### config.mk
export PLATFORM = sky130hd
export DESIGN_NAME = fp_divider
export DESIGN_NICKNAME = d
export VERILOG_FILES = /design/src/rtl/fp_divider.sv
export SDC_FILE = /design/constraint.sdc
export NUM_CORES = 1
export LEC_CHECK = 0
export ABC_AREA = 1
export BUFFER_PORTS_ARGS = -buffer_cell sky130_fd_sc_hd__buf_2
export CORE_UTILIZATION = 35
export CTS_CLUSTER_DIAMETER = 80
export DETAILED_ROUTE_END_ITERATION = 16
export GPL_TIMING_DRIVEN = 0
export HOLD_SLACK_MARGIN = 0.03
export MAX_ROUTING_LAYER = met4
export PLACE_DENSITY_LB_ADDON = 0.15
export REMOVE_ABC_BUFFERS = 1
export SLEW_MARGIN = 15
export SYNTH_ARGS = -nofsm -noshare
export SYNTH_HDL_FRONTEND = slang
export SYNTH_SLANG_ARGS = --single-unit
### constraint.sdc
create_clock -name clk -period 9.3 [get_ports clk]
set_clock_uncertainty 0.1 [all_clocks]
set_input_delay 0.465 -clock clk [delete_from_list [all_inputs] [get_ports clk]]
set_output_delay 0.465 -clock clk [all_outputs]
set_load 0.02 [all_outputs]
### src/rtl/fp_divider.sv
// fp_divider -- IEEE-754 single-precision divider, out = a / b.
//
// Multi-cycle unit built from a small FSM and a restoring divider that
// produces one quotient bit per cycle. Results are truncated toward zero.
// Denormal inputs are normalised before dividing. Results never come out
// as denormals: a result that underflows is flushed to signed zero, and a
// result that overflows becomes signed infinity. NaN, zero and infinity
// operands skip the divider and complete two cycles after acceptance.
//
// Ports:
//   clk          rising-edge clock
//   rst_n        asynchronous active-low reset
//   in_valid     operands a, b presented
//   in_ready     block idle and able to accept operands
//   a, b         IEEE-754 single dividend / divisor
//   out_valid    quotient available (held until out_ready)
//   out_ready    consumer accepts quotient
//   out          IEEE-754 single quotient
//   div_by_zero  finite nonzero a divided by zero, qualified by out_valid
module fp_divider (
   input  logic        clk,
   input  logic        rst_n,
   input  logic        in_valid,
   output logic        in_ready,
   input  logic [31:0] a,
   input  logic [31:0] b,
   output logic        out_valid,
   input  logic        out_ready,
   output logic [31:0] out,
   output logic        div_by_zero
);

   localparam logic [31:0] QNAN  = 32'h7FC0_0000;
   localparam int          ITERS = 26;

   typedef enum logic [2:0] {IDLE, PREP, DIV, NORM, DONE} state_t;

   state_t             state;
   state_t             state_nxt;

   logic [31:0]        a_reg;
   logic [31:0]        b_reg;
   logic [25:0]        rem;
   logic [25:0]        quo;
   logic [23:0]        divisor;
   logic [4:0]         cnt;
   logic signed [9:0]  exp_w;
   logic               sign_r;
   logic [31:0]        out_r;
   logic               dbz_r;

   // Leading-zero count of a 24-bit mantissa (only meaningful when nonzero).
   function automatic logic [4:0] lzc24(input logic [23:0] m);
      lzc24 = 5'd0;
      for (int i = 0; i < 24; i++) begin
         if (m[i]) lzc24 = 5'(23 - i);
      end
   endfunction

   // Assemble the result, saturating to infinity or flushing to zero.
   function automatic logic [31:0] pack(input logic s,
                                        input logic signed [9:0] e,
                                        input logic [22:0] m);
      if (e >= 10'sd255)
         pack = {s, 8'hFF, 23'd0};
      else if (e <= 10'sd0)
         pack = {s, 31'd0};
      else
         pack = {s, e[7:0], m};
   endfunction

   // ---------------------------------------------------------------
   // Operand decode / normalisation (consumed in PREP)
   // ---------------------------------------------------------------
   logic [7:0]         ea_f, eb_f;
   logic [23:0]        ma_raw, mb_raw, ma_n, mb_n;
   logic [4:0]         sh_a, sh_b;
   logic signed [9:0]  ea_n, eb_n, exp_init;
   logic               sign_c;
   logic               a_nan, a_inf, a_zero, b_nan, b_inf, b_zero;
   logic               spec_nan, special, spec_dbz;
   logic [31:0]        spec_out;

   assign ea_f   = a_reg[30:23];
   assign eb_f   = b_reg[30:23];
   assign ma_raw = {ea_f != 8'd0, a_reg[22:0]};
   assign mb_raw = {eb_f != 8'd0, b_reg[22:0]};
   assign sh_a   = lzc24(ma_raw);
   assign sh_b   = lzc24(mb_raw);
   assign ma_n   = ma_raw << sh_a;
   assign mb_n   = mb_raw << sh_b;

   // Exponent field 0 behaves as exponent 1; normalising shifts lower it.
   assign ea_n = $signed({2'b00, (ea_f == 8'd0) ? 8'd1 : ea_f}) - $signed({5'd0, sh_a});
   assign eb_n = $signed({2'b00, (eb_f == 8'd0) ? 8'd1 : eb_f}) - $signed({5'd0, sh_b});
   assign exp_init = ea_n - eb_n + 10'sd127;

   assign sign_c = a_reg[31] ^ b_reg[31];
   assign a_nan  = (&a_reg[30:23]) &  (|a_reg[22:0]);
   assign a_inf  = (&a_reg[30:23]) & ~(|a_reg[22:0]);
   assign a_zero = ~(|a_reg[30:0]);
   assign b_nan  = (&b_reg[30:23]) &  (|b_reg[22:0]);
   assign b_inf  = (&b_reg[30:23]) & ~(|b_reg[22:0]);
   assign b_zero = ~(|b_reg[30:0]);

   assign spec_nan = a_nan | b_nan | (a_zero & b_zero) | (a_inf & b_inf);
   assign special  = spec_nan | a_inf | b_inf | b_zero | a_zero;

   // Special-case result; order of the tests sets priority.
   always_comb begin
      spec_out = {sign_c, 31'd0};
      spec_dbz = 1'b0;
      if (spec_nan)
         spec_out = QNAN;
      else if (a_inf)
         spec_out = {sign_c, 8'hFF, 23'd0};
      else if (b_inf)
         spec_out = {sign_c, 31'd0};
      else if (b_zero) begin
         spec_out = {sign_c, 8'hFF, 23'd0};
         spec_dbz = 1'b1;
      end
   end

   // ---------------------------------------------------------------
   // Restoring division step and final normalisation
   // ---------------------------------------------------------------
   logic               rem_ge;
   logic [25:0]        rem_sel, rem_nxt;
   logic [22:0]        norm_mant;
   logic signed [9:0]  norm_exp;

   assign rem_ge    = rem >= {2'b00, divisor};
   assign rem_sel   = rem_ge ? (rem - {2'b00, divisor}) : rem;
   assign rem_nxt   = rem_sel << 1;

   // Quotient lies in (2^24, 2^26): the leading one is at bit 25 or 24.
   assign norm_mant = quo[25] ? quo[24:2] : quo[23:1];
   assign norm_exp  = quo[25] ? exp_w : exp_w - 10'sd1;

   // ---------------------------------------------------------------
   // Control FSM
   // ---------------------------------------------------------------
   always_ff @(posedge clk or negedge rst_n) begin
      if (!rst_n)
         state <= IDLE;
      else
         state <= state_nxt;
   end

   always_comb begin
      state_nxt = state;
      in_ready  = 1'b0;
      out_valid = 1'b0;
      case (state)
         IDLE: begin
            in_ready = 1'b1;
            if (in_valid) state_nxt = PREP;
         end
         PREP:    state_nxt = special ? DONE : DIV;
         DIV:     if (cnt == 5'(ITERS - 1)) state_nxt = NORM;
         NORM:    state_nxt = DONE;
         DONE: begin
            out_valid = 1'b1;
            if (out_ready) state_nxt = IDLE;
         end
         default: state_nxt = IDLE;
      endcase
   end

   // ---------------------------------------------------------------
   // Datapath registers
   // ---------------------------------------------------------------
   always_ff @(posedge clk or negedge rst_n) begin
      if (!rst_n) begin
         a_reg   <= '0;
         b_reg   <= '0;
         rem     <= '0;
         quo     <= '0;
         divisor <= '0;
         cnt     <= '0;
         exp_w   <= '0;
         sign_r  <= 1'b0;
         out_r   <= '0;
         dbz_r   <= 1'b0;
      end else begin
         case (state)
            IDLE: begin
               if (in_valid) begin
                  a_reg <= a;
                  b_reg <= b;
               end
            end
            PREP: begin
               sign_r  <= sign_c;
               exp_w   <= exp_init;
               rem     <= {2'b00, ma_n};
               divisor <= mb_n;
               quo     <= '0;
               cnt     <= '0;
               if (special) begin
                  out_r <= spec_out;
                  dbz_r <= spec_dbz;
               end
            end
            DIV: begin
               rem <= rem_nxt;
               quo <= {quo[24:0], rem_ge};
               cnt <= cnt + 5'd1;
            end
            NORM: begin
               out_r <= pack(sign_r, norm_exp, norm_mant);
               dbz_r <= 1'b0;
            end
            default: ;
         endcase
      end
   end

   assign out         = out_r;
   assign div_by_zero = dbz_r;

endmodule
* Word level (Yosys, flattened, before mapping)
Cells that the tools add are included.
** Operators by class
- Eq/ne operators :: 9
- Reduce and logical (&&, ||, !) cells :: 16
- $add $sub $neg :: 7
- Multiplexer cells :: 77
- Order comparisons :: 3
- Shift-type cells :: 2
- Bitwise gates (word level) :: 18
** Operator list (count)
- $mux W5 :: 48
- $mux W31 :: 5
- $pmux W26 S2 :: 2
- $mux W32 :: 2
- $pmux W32 S2 :: 1
- $reduce_or A31 Y1 :: 2
- $shl A24 B5 Y24 :: 2
- $reduce_or A23 Y1 :: 2
- $ge A26 B24 Y1 :: 1
- $mux W25 :: 1
- $sub A25 B24 Y25 :: 1
- $mux W23 :: 1
- $sub A8 B5 Y9 :: 2
- $logic_not A8 Y1 :: 2
- $mux W8 :: 2
- $reduce_and A8 Y1 :: 2
- $reduce_bool A8 Y1 :: 2
- $pmux W3 S5 :: 1
- $mux W3 :: 4
- $add A10 B8 Y10 const B :: 1
- $ge A10 B9 Y1 const B :: 1
- $le A10 B1 Y1 const B :: 1
- $mux W10 :: 1
- $pmux W5 S2 :: 1
- other kinds (18) :: 44
** Storage, ports and cells
- Input bits :: 68
- Output and inout bits :: 35
- Bits in registers :: 192
- Word-level logic and storage cells :: 143

* Depth between registers and ports, before layout
- Depth in word-level cells :: 27
- Depth in mapped cells :: 46
- Depth with buffers taken out :: 45

* Worst setup path after synthesis
Ideal clock, no wire load.
- Kind :: register to register
- Start :: reg a_reg[1]
- End :: reg exp_w[9]
- Setup slack :: 4649 ps
- Library setup time :: 135 ps
- Arrival :: 4416 ps
- Stages on the path, launching flop included :: 45
- Buffers on the path :: 1
- Required time :: 9065 ps
- Period minus slack after synthesis :: 4651 ps
- Cells stage by stage :: dfrtp_1 > inv_2 > nand2_1 > nand2_1 > nand2_1 > nand2_1 > nand2_1 > nand2_1 > nand2_1 > nand2_1 > nand2_1 > nand2_1 > nand2_1 > nand2_1 > nand2_1 > nand2_1 > nand2_1 > nand2_1 > (+9 left out) > ha_1 > or2_2 > xnor2_1 > inv_1 > ha_1 > fa_1 > a21oi_1 > nor2_1 > nor2_1 > nor2_1 > nor2_1 > nor2_1 > nor2_1 > nor2_1 > or2_2 > a21oi_1 > xnor2_1 > o21ai_0
** On the way
- Longest elaborated chain between the ends :: 26
** Ends and longest elaborated chain
- from (decl) :: RTL line 41 : logic [31:0] a_reg;
- from (signal assigned) :: RTL line 176 : a_reg <= '0;
- from (signal assigned) :: RTL line 190 : a_reg <= a;
- $mux W5 (23 in a row) :: RTL line 56 : if (m[i]) lzc24 = 5'(23 - i);
- $sub A8 B5 Y9 :: RTL line 94 : assign ea_n = $signed({2'b00, (ea_f == 8'd0) ? 8'd1 : ea_f}) - $signed({5'd0, sh_a});
- $sub A9 B9 Y10 :: RTL line 96 : assign exp_init = ea_n - eb_n + 10'sd127;
- $add A10 B8 Y10 :: RTL line 96
- to (signal assigned) :: RTL line 196 : exp_w <= exp_init;
- to (decl) :: RTL line 47 : logic signed [9:0] exp_w;
No other way between the ends.
A chain may end at the register's enable or synchronous reset.

* Final worst setup path
- Start :: reg a_reg[27]
- End :: reg exp_w[9]
** On the way
- Longest elaborated chain between the ends :: 5
- Elaborated cells on any way between the ends :: 7
- Those cells by class :: add/sub (3); mux (2); reduce/logical (2)
** Ends and longest elaborated chain (RTL line)
- $logic_not A8 Y1 or $reduce_bool A8 Y1 (tied branches) :: 94, 86
- $mux W8 or $mux W5 (tied branches) :: 94, 56
- $sub A8 B5 Y9 * :: 94
- $sub A9 B9 Y10 * :: 96
- $add A10 B8 Y10 * :: 96
Every way passes the cells marked *; elsewhere a longest branch is shown, timed or not.

==> qor.csv <==
stage;metric;value;unit
worst_setup_path;Setup crit end kind;flop;
worst_setup_path;critical-path cell list;nor2_1, nand2_1, nor2_1, nand3_1, inv_1, nor2_1, xnor2_1, inv_1, ha_1, fa_1, a21oi_1, nor2_1, nor2_1, nor2_1, nor2_1, nor2_1, nor2_1, nor2_1, or2_2, a21oi_1, xnor2_1, o21ai_0;
timing;Final min period;5.86;ns
clock_tree;Clock Path Buffers;2;
timing;Max Clock Freq;171;MHz
floorplanning;row cnt;70;
floorplanning;CORE AREA;36700;um^2
synth;FFs w/ async S/R, synth;100;%
worst_hold_path;hold depth;2;
worst_hold_path;HP Class;primary input to flop;
power;Power Density;366;nW/um^2
synth;sequential fraction of the synthesis area;36.8;%
timing;Hold WS;0.125;ns
timing;Worst-Margin Slew;1.09;ns
power;combinational share of power;58.6;%
synth;synthesized cell area;13100;um^2
synth;post-synth top area share;36.8;%
route;DRC violations left;0;
clock_tree;CTS root buf;clkbuf_16;
placement;HPWL after detailed placement;27100;um
synth;dominant synthesized flop cell;dfrtp_1;
finish;ratio of cells with drive above 1 in the final layout;11.0;%
synth;largest cells by area after synthesis;dfrtp_1 (37%), nand2_1 (12%), nand3_1 (9.2%);
worst_setup_path;reg2reg path depth;22;
power;Switching Share;49.5;%
timing;RSZ-0062 raised after global routing;false;
clock_tree;post_cts resized;0;
route;routed wire length;35900;um
synth;Synth cell types;57;
synth;top post-synthesis cells by count;nand2_1 (422), nand3_1 (239), dfrtp_1 (192), inv_1 (192), nor2_1 (169);
power;Switch Pwr;0.00263;W
synth;Syn Inst Count;1839;
power;Int Pwr;0.00268;W
power;Lkg Pwr;6.99;nW
worst_setup_path;critical path buffer and inverter count;2;
worst_setup_path;Worst path most repeated cell;nor2_1;
finish;Final nets;2002;
floorplanning;Die Width;195;um
floorplanning;Die Area;38100;um^2
grt;first-pass GRT wire length;60200;um
floorplanning;Initial Util;35.6;%
grt;Total Routing Usage GR;20.1;%
synth;Syn. warnings;0;
floorplanning;die height;195;um
finish;area grow syn2layout;11.1;%
timing;part of the cycle the worst path needs;63.0;%
grt;vias in the first global route;11600;
timing;Setup TNS;0;ns
power;Reg power frac;26.7;%
status;outcome;finished, final reports clean;
route;Via-to-Cell Ratio;5.14;
synth;most common cell in the netlist;nand2_1;
finish;n_diodes;0;
route;Antenna Nets Post-Route;0;
worst_setup_path;crit-path max FO;25;
timing;max_slew headroom;27.4;%
grt;initial antenna violation count;0;
grt;grt ovf;0;
synth;Seq cells post-synth;192;
route;drt pass-1 iters;5;
placement;port bufs;102;
clock_tree;TritonCTS clock tree;yes;
worst_setup_path;CP arrival;6.06;ns
timing;Max Slew Vio Count;0;
route;Iter 0 DRT Violations;897;
timing;Hold Vio Cnt, Final;0;
clock_tree;CTS H-tree depth;4;
route;wire per inst;15.2;um
finish;Filler cells;3881;
timing;count of final setup violators;0;
synth;Post-synth EDFFs;0;
worst_setup_path;CP max stage delay;0.95;ns
power;Peak VDD IR;0.144;mV
placement;routability congestion estimate;0.890;
worst_setup_path;crit path kind;flop to flop;
worst_setup_path;CP Launch Type;flop;
worst_setup_path;stages on the worst setup path;22;
clock_tree;cts bufs inserted;17;
power;Clock power frac;14.7;%
clock_tree;Clock transition at path regs;0.08;ns
flow_run;maxcap violations;0;
worst_setup_path;Slowest-stage cell, CP;nand3_1;
worst_setup_path;CP required;9.50;ns
route;via count;12200;
grt;largest net degree at the start of global routing;99;
synth;Syn Area/Cell;7.10;um^2
synth;leading area contributor after synthesis;dfrtp_1;
floorplanning;I/O pins;103;
clock_tree;clk_lat worst skew;0.47;ns
clock_tree;TritonCTS Sinks;192;
worst_setup_path;top cell family by delay on the critical path;simple AND/OR/NAND/NOR gates;
-- path summary, 6_finish.rpt --
kind | startpoint | end | slack [ns]
setup / recovery | a_reg[27] | exp_w[9] | 3.44
hold / removal | a[25] | a_reg[25] | 0.13
setup reg to reg | a_reg[27] | exp_w[9] | 3.44
hold reg to reg | out[29] | out[29] | 0.38
max in group asynchronous | rst_n | b_reg[0] | 7.59
min in group asynchronous | rst_n | out[12] | 0.53
-- power groups by stage --
stage	logic, W	clock network (W)	registers [W]
3_3_place_gp	0.00309	0	0.00144
3_5_place_dp	0.00314	0	0.00144
6_report	0.00312	0.000781	0.00142
4_1_cts	0.00315	0.000807	0.00142
5_1_grt	0.00360	0.000836	0.00147
2_1_floorplan	0.00240	0	0.00140
-- cell type report --
cell class / instances / area [um^2] / area share [%]
clock buffers: 17 / 425 / 2.93
clock inverters: 15 / 196 / 1.35
inverters: 203 / 764 / 5.27
multi-input cells: 1361 / 7110 / 49.0
flip-flops and latches: 192 / 4810 / 33.1
well taps: 468 / 586 / 4.04
repair buffers: 108 / 621 / 4.28
-- through the flow --
stage | cell area, um^2 | utilization (%) | setup WS [ns] | instances | power, W
after floorplan | 12700 | - | 4.25 | 1756 | 0.00380
after global placement | 13700 | 37.5 | 1.17 | 2326 | 0.00453
after detailed placement | 13900 | 37.8 | 3.42 | 2331 | 0.00458
after CTS | 14500 | 39.5 | 3.41 | 2364 | 0.00538
after global routing | 14500 | 39.5 | 2.79 | 2364 | 0.00590
final | 14500 | 39.5 | 3.44 | 2364 | 0.00532
-- kinds of logic (layout without fill, tap and decap cells) --
kind of cell	after synthesis	after routing	share of synthesized area (%)
muxes	11	11	0.948
xor gates and xnor gates	45	45	3.02
adders and majority gates	51	51	5.00
DFF	192	192	36.8
buffers and inverters	286	343	8.98
and+or+nand+nor	912	912	30.3
AOI/OAI and AO/OA	342	342	15.0
-- routing by layer --
metal	vias to the layer above	GRT usage (%)	wire length, um
li1	6210	-	-
met1	5733	27.1	17500
met2	197	32.0	17100
met3	22	2.85	990
met4	0	4.43	334
met5	-	-	0
-- worst register-to-register path, stage by stage (launching register included) --
cell     delay, ns
dfrtp_1       0.41
nor2_1        0.18
nand2_1       0.10
nor2_1        0.57
nand3_1       0.96
inv_1         0.88
nor2_1        0.11
xnor2_1       0.17
inv_1         0.06
ha_1          0.32
fa_1          0.48
a21oi_1       0.17
nor2_1        0.05
nor2_1        0.12
nor2_1        0.07
nor2_1        0.08
nor2_1        0.04
nor2_1        0.12
nor2_1        0.07
or2_2         0.27
a21oi_1       0.16
xnor2_1       0.13
o21ai_0       0.09
-- cell usage in the layout (no fill, tap or decap), drive strengths merged, types with 10 or more instances in the layout --
master,Yosys,routed
clkbuf,47,17
nand3,240,240
xor2,28,28
o21ai,121,121
a31oi,16,16
o22ai,36,36
mux2,11,11
dfrtp,192,192
nor2,172,172
buf,36,107
nor4,10,10
a21oi,145,145
inv,202,211
nand4,20,20
nand2,437,437
xnor2,17,17
nor3,21,21
ha,49,49
-- what timing repair did --
action | in CTS | in global routing
hold buffers | 1 | 0
hold endpoints to repair | 97 | 0
buffers inserted | 0 | 0
No activity file was read; power rests on OpenSTA's default activity.
